### config.mk
export PLATFORM = sky130hd
export DESIGN_NAME = imm_share_arb
export DESIGN_NICKNAME = d
export VERILOG_FILES = /design/src/rtl/imm_share_arb_pkg.sv /design/src/rtl/imm_share_arb_immgen.sv /design/src/rtl/imm_share_arb.sv
export SDC_FILE = /design/constraint.sdc
export NUM_CORES = 1
export LEC_CHECK = 0
export CORE_ASPECT_RATIO = 0.6
export CORE_MARGIN = 5
export CORE_UTILIZATION = 44
export DETAILED_ROUTE_END_ITERATION = 8
export HOLD_SLACK_MARGIN = 0.1
export PLACE_DENSITY_LB_ADDON = 0.05
export SLEW_MARGIN = 20
export SYNTH_ARGS = -nofsm -noshare
export SYNTH_HDL_FRONTEND = slang
export SYNTH_SLANG_ARGS = --single-unit
### constraint.sdc
create_clock -name clk -period 2.89 [get_ports clk]
set_input_delay 0.578 -clock clk [delete_from_list [all_inputs] [get_ports clk]]
set_output_delay 0.578 -clock clk [all_outputs]
set_load 0.01 [all_outputs]
### src/rtl/imm_share_arb_pkg.sv
// Shared types and opcode constants for the immediate-generator arbiter.
package imm_pkg;

    // Immediate format reported with each response.
    typedef enum logic [2:0] {
        NONE = 3'd0,
        I    = 3'd1,
        S    = 3'd2,
        B    = 3'd3,
        U    = 3'd4,
        J    = 3'd5
    } imm_type_e;

    // Major opcodes (instr[6:0]) that carry an immediate.
    localparam logic [6:0] OPC_LOAD   = 7'b0000011;
    localparam logic [6:0] OPC_OP_IMM = 7'b0010011;
    localparam logic [6:0] OPC_JALR   = 7'b1100111;
    localparam logic [6:0] OPC_STORE  = 7'b0100011;
    localparam logic [6:0] OPC_BRANCH = 7'b1100011;
    localparam logic [6:0] OPC_LUI    = 7'b0110111;
    localparam logic [6:0] OPC_AUIPC  = 7'b0010111;
    localparam logic [6:0] OPC_JAL    = 7'b1101111;

    // Map an opcode to its immediate format; unknown opcodes carry no immediate.
    function automatic imm_type_e classify_opcode(input logic [6:0] opc);
        imm_type_e t;
        case (opc)
            OPC_LOAD, OPC_OP_IMM, OPC_JALR: t = I;
            OPC_STORE:                      t = S;
            OPC_BRANCH:                     t = B;
            OPC_LUI, OPC_AUIPC:             t = U;
            OPC_JAL:                        t = J;
            default:                        t = NONE;
        endcase
        return t;
    endfunction

endpackage

### src/rtl/imm_share_arb_immgen.sv
// immgen: builds all five sign-extended immediate formats from one
// instruction word. Only instr[31:7] is needed; the opcode is decoded
// by the caller.
module immgen (
    input  logic [31:7] instr,
    output logic [31:0] imm_i,
    output logic [31:0] imm_s,
    output logic [31:0] imm_b,
    output logic [31:0] imm_u,
    output logic [31:0] imm_j
);

    assign imm_i = {{20{instr[31]}}, instr[31:20]};
    assign imm_s = {{20{instr[31]}}, instr[31:25], instr[11:7]};
    assign imm_b = {{19{instr[31]}}, instr[31], instr[7], instr[30:25], instr[11:8], 1'b0};
    assign imm_u = {instr[31:12], 12'h000};
    assign imm_j = {{11{instr[31]}}, instr[31], instr[19:12], instr[20], instr[30:21], 1'b0};

endmodule

### src/rtl/imm_share_arb.sv
// imm_share_arb: shares one immediate generator between decode (req0) and
// the early branch-target unit (req1). One grant per cycle into a single
// registered response slot with valid/ready handshake.
// Build option: IMM_SHARE_ARB_FIXED_PRIO_EN selects fixed priority (req0
// always wins a conflict) instead of the default round-robin pointer.
module imm_share_arb
    import imm_pkg::*;
(
    input  logic        clk,
    input  logic        rst_n,
    input  logic        flush,
    input  logic        req0_valid,
    input  logic [31:0] req0_instr,
    output logic        req0_ready,
    input  logic        req1_valid,
    input  logic [31:0] req1_instr,
    output logic        req1_ready,
    output logic        rsp_valid,
    input  logic        rsp_ready,
    output logic [31:0] rsp_imm,
    output imm_type_e   rsp_type,
    output logic        rsp_id
);

    logic        slot_free_s;
    logic        grant_en_s;
    logic        gnt0_s;
    logic        gnt1_s;
    logic [31:0] sel_instr_s;
    imm_type_e   sel_type_s;
    logic [31:0] sel_imm_s;
    logic [31:0] imm_i_s;
    logic [31:0] imm_s_s;
    logic [31:0] imm_b_s;
    logic [31:0] imm_u_s;
    logic [31:0] imm_j_s;
`ifndef IMM_SHARE_ARB_FIXED_PRIO_EN
    logic        prio_r;
`endif

    // rst_n gates the grant so readies drop the moment reset asserts,
    // even though the slot reads as empty during reset.
    assign slot_free_s = !rsp_valid || rsp_ready;
    assign grant_en_s  = rst_n && slot_free_s && !flush;

    // Grant at most one valid requester when the slot can take a result.
    always_comb begin
        gnt0_s = 1'b0;
        gnt1_s = 1'b0;
        if (grant_en_s) begin
            if (req0_valid && req1_valid) begin
`ifdef IMM_SHARE_ARB_FIXED_PRIO_EN
                gnt0_s = 1'b1;
                gnt1_s = 1'b0;
`else
                gnt0_s = !prio_r;
                gnt1_s = prio_r;
`endif
            end else begin
                gnt0_s = req0_valid;
                gnt1_s = req1_valid;
            end
        end else begin
            gnt0_s = 1'b0;
            gnt1_s = 1'b0;
        end
    end

    assign req0_ready  = gnt0_s;
    assign req1_ready  = gnt1_s;
    assign sel_instr_s = gnt1_s ? req1_instr : req0_instr;
    assign sel_type_s  = classify_opcode(sel_instr_s[6:0]);

    immgen u_immgen (
        .instr (sel_instr_s[31:7]),
        .imm_i (imm_i_s),
        .imm_s (imm_s_s),
        .imm_b (imm_b_s),
        .imm_u (imm_u_s),
        .imm_j (imm_j_s)
    );

    // Pick the immediate matching the decoded format; zero when none applies.
    always_comb begin
        sel_imm_s = 32'h0000_0000;
        case (sel_type_s)
            I:       sel_imm_s = imm_i_s;
            S:       sel_imm_s = imm_s_s;
            B:       sel_imm_s = imm_b_s;
            U:       sel_imm_s = imm_u_s;
            J:       sel_imm_s = imm_j_s;
            default: sel_imm_s = 32'h0000_0000;
        endcase
    end

    // Response slot: flush discards, a grant loads, acceptance empties.
    always_ff @(posedge clk or negedge rst_n) begin
        if (!rst_n) begin
            rsp_valid <= 1'b0;
            rsp_imm   <= 32'h0000_0000;
            rsp_type  <= NONE;
            rsp_id    <= 1'b0;
        end else if (flush) begin
            rsp_valid <= 1'b0;
        end else if (gnt0_s || gnt1_s) begin
            rsp_valid <= 1'b1;
            rsp_imm   <= sel_imm_s;
            rsp_type  <= sel_type_s;
            rsp_id    <= gnt1_s;
        end else if (rsp_ready) begin
            rsp_valid <= 1'b0;
        end else begin
            rsp_valid <= rsp_valid;
        end
    end

`ifndef IMM_SHARE_ARB_FIXED_PRIO_EN
    // Round-robin pointer: favour the other requester after each grant.
    always_ff @(posedge clk or negedge rst_n) begin
        if (!rst_n) begin
            prio_r <= 1'b0;
        end else if (gnt0_s) begin
            prio_r <= 1'b1;
        end else if (gnt1_s) begin
            prio_r <= 1'b0;
        end else begin
            prio_r <= prio_r;
        end
    end
`endif

endmodule

Yosys cells after proc, flatten, opt, wreduce, memory -nomap -nowiden

Index checks and enable logic that the tools add are counted.

Equality and inequality tests: 13
Muxes and demuxes: 12
Bitwise gates (word level): 1
Reductions and logical operators: 13

Operators with widths:

| operator                                                               | count |
|---|---|
| 32-bit case mux with 5 select lines                                    | 1 |
| 32-bit two-way mux                                                     | 1 |
| 7-bit equality test (second input constant)                            | 3 |
| 3-bit case mux with 5 select lines                                     | 1 |
| 7-bit by 5-bit equality test with 1-bit output (second input constant) | 2 |
| 7-bit by 6-bit equality test with 1-bit output (second input constant) | 2 |
| 1-bit two-way mux                                                      | 9 |
| 7-bit by 2-bit equality test with 1-bit output (second input constant) | 1 |
| 3-bit by 2-bit equality test with 1-bit output (second input constant) | 2 |
| 3-bit equality test (second input constant)                            | 2 |
| 3-bit by 1-bit equality test with 1-bit output (second input constant) | 1 |
| 1-bit logical AND                                                      | 3 |
| 1-bit logical NOT                                                      | 3 |
| 3-bit nonzero test                                                     | 1 |
| 3-bit OR reduction                                                     | 1 |
| 1-bit logical OR                                                       | 2 |
| 2-bit AND reduction                                                    | 1 |
| 2-bit nonzero test                                                     | 1 |
| 2-bit OR reduction                                                     | 1 |
| 1-bit inverter                                                         | 1 |

Bits in registers: 38
Bits of input ports: 70
Output and inout port bits: 39
Word-level logic and storage cells: 44

Depth between registers and ports, before layout

Gate-level depths: netlist (run 1).

Depth in word-level cells: 11
Depth in mapped cells: 9
Mapped depth without buffers: 7

Cells and area by module

From an unflattened synthesis (run 1), not the netlist that was laid out.

Cell total of the unflattened synthesis: 545
Area, all modules: 4351.7 um2

By module, submodules not included:

| module        | times used | cells an instance | area an instance (um2) | sequential area each (um2) |
|---|---|---|---|---|
| imm_share_arb | 1          | 384               | 3146.8                 | 950.9 |
| immgen        | 1          | 161               | 1204.9                 | 0.0 |

Worst setup path after synthesis (run 1)

Ideal clock, no wire load.

Kind: input port to output port
From: input rst_n
To: output req1_ready
Data arrival time: 1376 ps
Required time: 2312 ps
Path slack: 936 ps
Stages: 5
Path buffers: 2
Path through: nor2b_1 > nand4_1 > inv_2 > buf_4 > buf_2

Longest elaborated chain between the ends: 3

Ends and longest elaborated chain:

| element                         | line                | text |
|---|---|---|
| start: declaration              | imm_share_arb.sv:10 | `input logic rst_n,` |
| 1-bit logical AND (2 in series) | imm_share_arb.sv:44 | `assign grant_en_s = rst_n && slot_free_s && !flush;` |
| 1-bit two-way mux               | imm_share_arb.sv:50 | `if (grant_en_s) begin` |
| end: declaration                | imm_share_arb.sv:17 | `output logic req1_ready,` |

No other way between the ends.

Worst setup path in the final report (run 1)

From: input flush
To: output req1_ready

Longest elaborated chain between the ends: 3

Ends and longest elaborated chain:

| element            | line                | text |
|---|---|---|
| start: declaration | imm_share_arb.sv:11 | `input logic flush,` |
| 1-bit logical NOT  | imm_share_arb.sv:44 |  |
| 1-bit logical AND  | imm_share_arb.sv:44 |  |
| 1-bit two-way mux  | imm_share_arb.sv:50 |  |

No other way between the ends.

==> results of run 1 <==
[cells in the final DEF, fill, tap and decap left out, drive strengths merged, types with 5 or more instances in the layout]
master and count:
nor3 7, nand2b 5, clkdlybuf4s50 107, buf 13, nor2 22, dfrtp 38
o21ai 20, a31oi 8, nand2 53, a21o 9, mux2i 13, o311ai 11
clkbuf 5
[layout make-up]
class / count / area share
Tap cell: 66 / 0.0233
Clock inverter: 2 / 0.00282
Sequential cell: 38 / 0.268
Inverter: 4 / 0.00423
Clock buffer: 5 / 0.0194
Timing Repair Buffer: 120 / 0.336
Multi-Input combinational cell: 194 / 0.346
[sequential cells by signal (all words and copies together) (netlist names)]
name / flops
prio_r: 1
rsp_id: 1
rsp_imm: 32
rsp_type: 3
rsp_valid: 1
[worst min-delay path by stage]
stage                            startpoint                       to  slack [ns]  depth (start not counted)
floorplan                             rst_n       prio_r$_DFFE_PN0P_        0.28                          0
global placement    rsp_type[1]$_DFFE_PN0P_  rsp_type[1]$_DFFE_PN0P_        0.45                          2
detailed placement  rsp_type[1]$_DFFE_PN0P_  rsp_type[1]$_DFFE_PN0P_        0.46                          2
CTS                                   rst_n   rsp_imm[3]$_DFFE_PN0P_        0.36                          2
global route                          rst_n    rsp_valid$_DFFE_PN0P_        0.38                          2
finish                                rst_n    rsp_valid$_DFFE_PN0P_        0.34                          2
[power breakdown]
group | leakage (nW) | switching (mW) | total (mW) | internal, mW
Sequential | 0.502 | 0.0288 | 0.612 | 0.584
Combinational | 0.865 | 0.175 | 0.410 | 0.236
Clock | 0.0438 | 0.182 | 0.344 | 0.162
Total | 1.41 | 0.386 | 1.37 | 0.981
[cells by family (layout without fill, tap and decap cells)]
| family | Yosys count | after routing |
|---|---|---|
| AOI/OAI and AO/OA | 73 | 73 |
| buffers and inverters | 17 | 131 |
| DFF | 38 | 38 |
| muxes | 13 | 13 |
| and+or+nand+nor | 108 | 108 |
[metrics by stage]
stage                     setup WS [ns]  cells  area [um2]
after floorplan                   0.936    249        2260
after global placement           0.0617    422        3470
after detailed placement        -0.0649    422        3470
after CTS                         0.115    429        3550
after global routing            0.00827    429        3550
final                             0.145    429        3550
[per-layer routing]
layer | up-vias | wire length (um) | global-route usage
li1 | 1141 | - | -
met1 | 1149 | 3550 | 0.336
met2 | 90 | 3270 | 0.353
met4 | 0 | 22 | 0.0295
met3 | 6 | 709 | 0.0700
met5 | - | 0 | 0
[critical path: cells and delay by family]
family        cells  cell delay [ns]
buf+inv           3             1.17
simple gates      2             0.40
==> metrics.csv, run 1 <==
metric;value;unit
status;finished clean;
DRC viols;0;
CTS tree;yes;
post-route clock period utilization;0.950;
worst-path cell chain;clkdlybuf4s50_1, nor2b_1, nand4_1, inv_2, clkdlybuf4s50_1;
critical path launch point type;input pin;
CP startpoint;flush;
Clock Tree Buf Depth;2;
Core Util, Final;0.709;
H-tree depth;2;
initial antenna violation count;0;
flop2flop setup slack;0.62;ns
Cell Area, Synth;0.00226;mm2
core outline area;0.00500;mm2
hold slack;0.342;ns
most frequent cell after synthesis;nand2_1;
largest family of logic cells by synthesized area;compound AO/OA/AOI/OAI gates;
DR pass1 iterations;4;
Total Routing Usage GR;0.232;
top-area cell type share of the netlist area;0.421;
Post-Synthesis Cells;249;
post-route setup TNS;0;ns
Mean Syn Cell Area;9.06;um2
clock skew;0.00693;ns
per-cell routed wire length;17.6;um
reg2reg end;rsp_imm[29]$_DFFE_PN0P_;
R2R depth;9;
Post-Synth Simple-Gate Area;0.239;
critical path peak fanout;3;
min cycle time layout;2.74;ns
final WL;7550;um
XOR/XNOR Fraction of Synth Area;0;
crit path capture;req1_ready;
slowest cell on the critical path;clkdlybuf4s50_1;
die height;65.5;um
CTS buffer count;5;
leading area contributor after synthesis;dfrtp_1;
PortBufs;108;
worst vdd ir;0.000213;V
fillers;380;
Hold Buf Count CTS;0;
Post-CTS Resized;0;
register clock-pin slew on the reported worst setup and hold paths;0.07;ns
Synth Net Count;319;
critical path arrival;2.17;ns
Max Cap Viol;0;
synth-to-layout area growth;57.1;%
Setup Buffers After CTS;0;
DR iter-0 viols;130;
first-pass GRT wire length;12200;um
post-synthesis async set-or-reset flop share;1.00;
Initial Utilization;0.451;
largest net degree at the start of global routing;39;
Row Count;20;
Worst-Skew Late Latency;0.29;ns
commonest cells in the netlist;nand2_1 (52), dfrtp_1 (38), nor2_1 (22), mux2i_1 (13), o21ai_1 (13);
Slew Limit Fails;0;
Max Clk Rate;364;MHz
CP Capture Type;output port;
n_diodes;0;
register area;951;um2
vias in the first global route;2402;
RSZ-0062 raised after global routing;false;
Multi-input gate area;0.00123;mm2
Final Hold Viols;0;
synthesis warning total;0;
adder-cell share of the synthesized area;0;
Crit path top cell by count;clkdlybuf4s50_1;
pwr/cell area;385;mW/mm2
slew at the pin with the worst max-slew slack;1.01;ns
FF+latch count, synth;38;
number of flops mapped to enable cells by yosys;0;
post-synthesis sequential area ratio;0.421;
die area;0.00671;mm2
Yosys cell types;52;
final net count;433;
leakage;1.41;nW
clk root buf;clkbuf_8;
layout cell share with drive strength beyond 1;0.0909;
routability cong.;0.892;
FF-to-FF Start;prio_r$_DFFE_PN0P_;
Final ANT Viol Nets;0;
Synth Area in Compound Gates;0.245;
Worst EP required;2.31;ns
via count;2386;
Sink Count;38;
grt ovf;0;
Final Setup Violations;0;
slowest stage delay, CP;0.55;ns
die width;102;um
post-DP HPWL;5990;um
ys flop type;dfrtp_1;
max_slew headroom;0.323;
crit path kind;in -> out;
io pins;109;
Synth area leaders;dfrtp_1 (42%), nand2_1 (8.6%), mux2i_1 (5.8%), o311ai_1 (3.9%), nor2_1 (3.7%);
worst hold path class;in -> async;
overall power;1.37;mW
Via density;5.56;
mux cell area share after synthesis;0.0576;
Note: power is estimated with default switching activity, not from simulation.
==> inputs of run 2 (changes only) <==
--- a/config.mk
+++ b/config.mk
@@ -11,6 +11,7 @@
 export DETAILED_ROUTE_END_ITERATION = 8
 export HOLD_SLACK_MARGIN = 0.1
 export PLACE_DENSITY_LB_ADDON = 0.05
+export SETUP_SLACK_MARGIN = 0.4
 export SLEW_MARGIN = 20
 export SYNTH_ARGS = -nofsm -noshare
 export SYNTH_HDL_FRONTEND = slang
==> run 2 against run 1 <==
  * Largest power group unchanged
  * Count of clock-buffer cells in the layout unchanged
  * Sequential power is essentially flat
  * Die area unchanged
  * Maximum frequency increased by 13%
  * Critical path type unchanged
==> metrics.csv, run 2 (synthesis results as in run 1) <==
metric;value;unit
H-tree depth;2;
leakage;1.48;nW
Final Setup Violations;0;
Max Cap Viol;0;
largest registers;rsp_imm: 32 flops, rsp_type: 3 flops;
Multi-input gate area;0.00128;mm2
worst vdd ir;0.000217;V
crit path kind;in -> out;
DRC viols;0;
Max Clk Rate;413;MHz
final net count;439;
slew at the pin with the worst max-slew slack;1.01;ns
first-pass GRT wire length;12200;um
overall power;1.38;mW
reg2reg end;rsp_imm[26]$_DFFE_PN0P_;
CTS tree;yes;
routability cong.;0.892;
register area;951;um2
commonest non-fill, non-tap cell in the layout;clkdlybuf4s50_1;
RSZ-0062 raised after global routing;true;
n_diodes;0;
Final ANT Viol Nets;0;
status;finished clean;
critical path peak fanout;3;
pwr/cell area;379;mW/mm2
synth-to-layout area growth;61.3;%
PortBufs;108;
post-route clock period utilization;0.838;
grt ovf;0;
worst hold path class;in -> async;
Post-DP Area;0.00347;mm2
post-route design area;0.00364;mm2
Worst-Skew Late Latency;0.29;ns
CP Capture Type;output port;
max_slew headroom;0.329;
largest net degree at the start of global routing;39;
clk root buf;clkbuf_8;
Total Routing Usage GR;0.232;
hold slack;0.345;ns
FF-to-FF Start;prio_r$_DFFE_PN0P_;
pre-CTS setup slack;-0.0649;ns
clock skew;0.00713;ns
Core Util, Final;0.727;
placed cells;422;
initial antenna violation count;0;
Sink Count;38;
per-cell routed wire length;17.7;um
vias in the first global route;2398;
Final Hold Viols;0;
leading cell types in the layout, fill and taps excluded;clkdlybuf4s50_1 (104), nand2_1 (52), dfrtp_1 (38), nor2_1 (20), buf_4 (14);
Row Count;20;
DR iter-0 viols;147;
via count;2420;
die width;102;um
Clock Tree Buf Depth;2;
die area;0.00671;mm2
DR pass1 iterations;4;
post-route setup TNS;0;ns
Slew Limit Fails;0;
fillers;376;
post-DP HPWL;5990;um
Initial Utilization;0.451;
flop2flop setup slack;0.82;ns
final setup margin;0.467;ns
R2R depth;8;
io pins;109;
register clock-pin slew on the reported worst setup and hold paths;0.07;ns
critical path launch point type;input pin;
Worst EP required;2.31;ns
final WL;7710;um
max reg flops;32;
min cycle time layout;2.42;ns
Via density;5.56;
critical path arrival;1.84;ns
fin cells;435;
core outline area;0.00500;mm2
layout cell share with drive strength beyond 1;0.119;
CTS buffer count;5;
most flop-heavy register;rsp_imm;
die height;65.5;um
==> run 2: critical path: stages <==
cell             delay (ns)
clkdlybuf4s50_1        0.45
nand2b_1               0.14
and2_1                 0.19
and3_1                 0.22
dlygate4sd2_1          0.28
==> run 2: repair_timing <==
action,in CTS,in global routing
pin swaps,1,2
setup buffers,1,4
endpoints found under the setup margin,22,24
gates cloned,0,1
resized for setup,3,9
endpoints found under the hold margin,0,0
hold buffers,0,0
==> run 2: how the worst max path moves through the flow <==
stage	start	end	cells after the start
floorplan	rst_n	req1_ready	5
global placement	req0_valid	rsp_imm[29]$_DFFE_PN0P_	10
detailed placement	req0_valid	rsp_imm[29]$_DFFE_PN0P_	10
CTS	flush	req1_ready	5
global route	flush	req0_ready	5
finish	rsp_ready	req0_ready	5
==> run 2: power by group <==
group | internal, mW | switching [mW] | total [mW]
Sequential | 0.584 | 0.0291 | 0.613
Clock | 0.162 | 0.183 | 0.345
Combinational | 0.241 | 0.179 | 0.421
==> run 2: metal layers <==
metal,up-vias,GRT usage,part of all wire
met5,-,0,0
met4,0,0.0295,0.0029
met3,6,0.0721,0.095
met2,97,0.353,0.44
met1,1162,0.334,0.47
li1,1155,-,-
==> run 2: final cells by class <==
cell class | count | share of cell area
clock buffers | 5 | 0.0189
clock inverters | 2 | 0.00275
inverters | 4 | 0.00413
multi-input cells | 195 | 0.351
flip-flops and latches | 38 | 0.261
well taps | 66 | 0.0227
repair buffers | 125 | 0.340
==> inputs of run 3 (changes only) <==
--- a/config.mk
+++ b/config.mk
@@ -7,7 +7,7 @@
 export LEC_CHECK = 0
 export CORE_ASPECT_RATIO = 0.6
 export CORE_MARGIN = 5
-export CORE_UTILIZATION = 44
+export CORE_UTILIZATION = 41
 export DETAILED_ROUTE_END_ITERATION = 8
 export HOLD_SLACK_MARGIN = 0.1
 export PLACE_DENSITY_LB_ADDON = 0.05
==> constraint.sdc (replaced) <==
create_clock -name clk -period 2.5 [get_ports clk]
set_input_delay 0.5 -clock clk [delete_from_list [all_inputs] [get_ports clk]]
set_output_delay 0.5 -clock clk [all_outputs]
set_load 0.01 [all_outputs]
==> run 3 against run 2 <==
  * Via count rose by 3.1%
  * Clock power grew 30%
  * Flip-flop and latch count stayed put
  * Highest routed layer unchanged
==> metrics.csv, run 3 (synthesis results as in run 1) <==
metric;value;unit
reg2reg end;rsp_imm[7]$_DFFE_PN0P_;
post-route clock period utilization;0.808;
final WL;7940;um
CTS buffer count;5;
worst hold path class;in -> async;
FF-to-FF Start;prio_r$_DFFE_PN0P_;
critical path peak fanout;8;
die area;0.00714;mm2
Initial Utilization;0.434;
Via density;5.47;
min cycle time layout;2.02;ns
Slew Limit Fails;0;
max reg flops;32;
Clock Tree Buf Depth;2;
DR pass1 iterations;4;
pwr/cell area;425;mW/mm2
grt ovf;0;
Max Cap Viol;0;
worst vdd ir;0.000253;V
PortBufs;108;
critical path arrival;2.20;ns
core outline area;0.00520;mm2
CP Capture Type;flip-flop;
io pins;109;
Worst-Skew Late Latency;0.29;ns
most flop-heavy register;rsp_imm;
register clock-pin slew on the reported worst setup and hold paths;0.08;ns
Final Hold Viols;0;
initial antenna violation count;0;
Sink Count;38;
Final ANT Viol Nets;0;
layout cell share with drive strength beyond 1;0.200;
largest net degree at the start of global routing;41;
Hold Buf Count CTS;0;
leakage;1.71;nW
die height;67.5;um
Post-DP Area;0.00360;mm2
final net count;459;
post-DP HPWL;6130;um
RSZ-0062 raised after global routing;true;
die width;106;um
clk root buf;clkbuf_8;
H-tree depth;2;
largest registers;rsp_imm: 32 flops, rsp_type: 3 flops;
status;finished clean;
Total Routing Usage GR;0.224;
crit path kind;in -> reg;
first-pass GRT wire length;12300;um
commonest non-fill, non-tap cell in the layout;clkdlybuf4s50_1;
clock skew;0.00690;ns
Max Clk Rate;495;MHz
Final Setup Violations;0;
post-route design area;0.00394;mm2
CTS tree;yes;
flop2flop setup slack;0.50;ns
synth-to-layout area growth;74.4;%
via count;2494;
leading cell types in the layout, fill and taps excluded;clkdlybuf4s50_1 (87), nand2_1 (52), dfrtp_1 (38), buf_4 (30), nor2_1 (18);
fillers;382;
post-route setup TNS;0;ns
DRC viols;0;
vias in the first global route;2395;
Worst EP required;2.68;ns
n_diodes;0;
slew at the pin with the worst max-slew slack;0.491;ns
R2R depth;11;
routability cong.;0.962;
max_slew headroom;0.673;
Row Count;20;
DR iter-0 viols;174;
per-cell routed wire length;17.4;um
critical path launch point type;input pin;
[run 3: cell count changes in the layout (fill, tap and decap cells not counted), sizes merged]
cell | before | now
clkinvlp | 0 | 1
clkinv | 2 | 1
buf | 18 | 40
clkdlybuf4s50 | 104 | 87
o211ai | 3 | 2
dlymetal6s2s | 2 | 12
dlygate4sd2 | 1 | 5
clkdlybuf4s15 | 0 | 2
clkbuf | 5 | 6
[run 3: worst max path at each step]
stage	from	end	slack (ns)	cells after the start
2_1_floorplan	rst_n	rsp_imm[1]$_DFFE_PN0P_	0.65	8
3_3_place_gp	rsp_ready	rsp_imm[29]$_DFFE_PN0P_	-0.17	8
3_5_place_dp	rsp_ready	rsp_imm[29]$_DFFE_PN0P_	-0.25	8
4_1_cts	req1_instr[2]	rsp_imm[4]$_DFFE_PN0P_	0.41	9
5_1_grt	rsp_ready	rsp_imm[5]$_DFFE_PN0P_	0.37	12
6_report	rsp_ready	rsp_imm[7]$_DFFE_PN0P_	0.48	12
[run 3: per-layer routing]
metal | track usage | vias up | wire length, um
met2 | 0.334 | 118 | 3480
met1 | 0.321 | 1169 | 3610
met3 | 0.0716 | 5 | 811
met4 | 0.0436 | 0 | 39
li1 | - | 1202 | -
met5 | 0 | - | 0
[run 3: where the power goes]
group | total, mW | switching (mW) | internal, mW | leakage, nW
clock | 0.449 | 0.228 | 0.222 | 0.0472
combinational | 0.513 | 0.219 | 0.294 | 1.16
sequential | 0.710 | 0.0358 | 0.674 | 0.502
[run 3: layout make-up]
class	instances	area, um2	share of cell area
repair buffers	146	1440	0.366
multi-input cells	194	1350	0.344
flip-flops and latches	38	951	0.242
clock buffers	6	82.6	0.0210
well taps	66	82.6	0.0210
inverters	4	15.0	0.00381
clock inverters	2	12.5	0.00318
[run 3: stage by stage]
step | total power, mW | setup WS [ns] | hold WS [ns] | utilization | instances
floorplan | 0.890 | 0.647 | 0.204 | - | 249
global placement | 1.20 | -0.169 | 0.451 | 0.692 | 440
detailed placement | 1.21 | -0.255 | 0.472 | 0.692 | 440
CTS | 1.68 | 0.406 | 0.279 | 0.738 | 454
global route | 1.75 | 0.375 | 0.315 | 0.756 | 456
finish | 1.67 | 0.479 | 0.270 | 0.756 | 456
[run 3: critical path, stage by stage]
cell and delay, ns:
dlygate4sd2_1 0.23, nand2b_4 0.14, nand4_1 0.13, buf_4 0.15
inv_2 0.05, buf_12 0.14, nand4_1 0.13, o41ai_4 0.10
buf_4 0.15, buf_4 0.13, o21ai_4 0.25, o21ai_1 0.10
[run 3: what timing repair did]
| item | CTS | global route |
|---|---|---|
| pin swaps | 19 | 12 |
| hold endpoints to repair | 0 | 0 |
| gates resized for setup | 31 | 23 |
| buffers inserted | 6 | 2 |
| setup endpoints to repair | 36 | 33 |
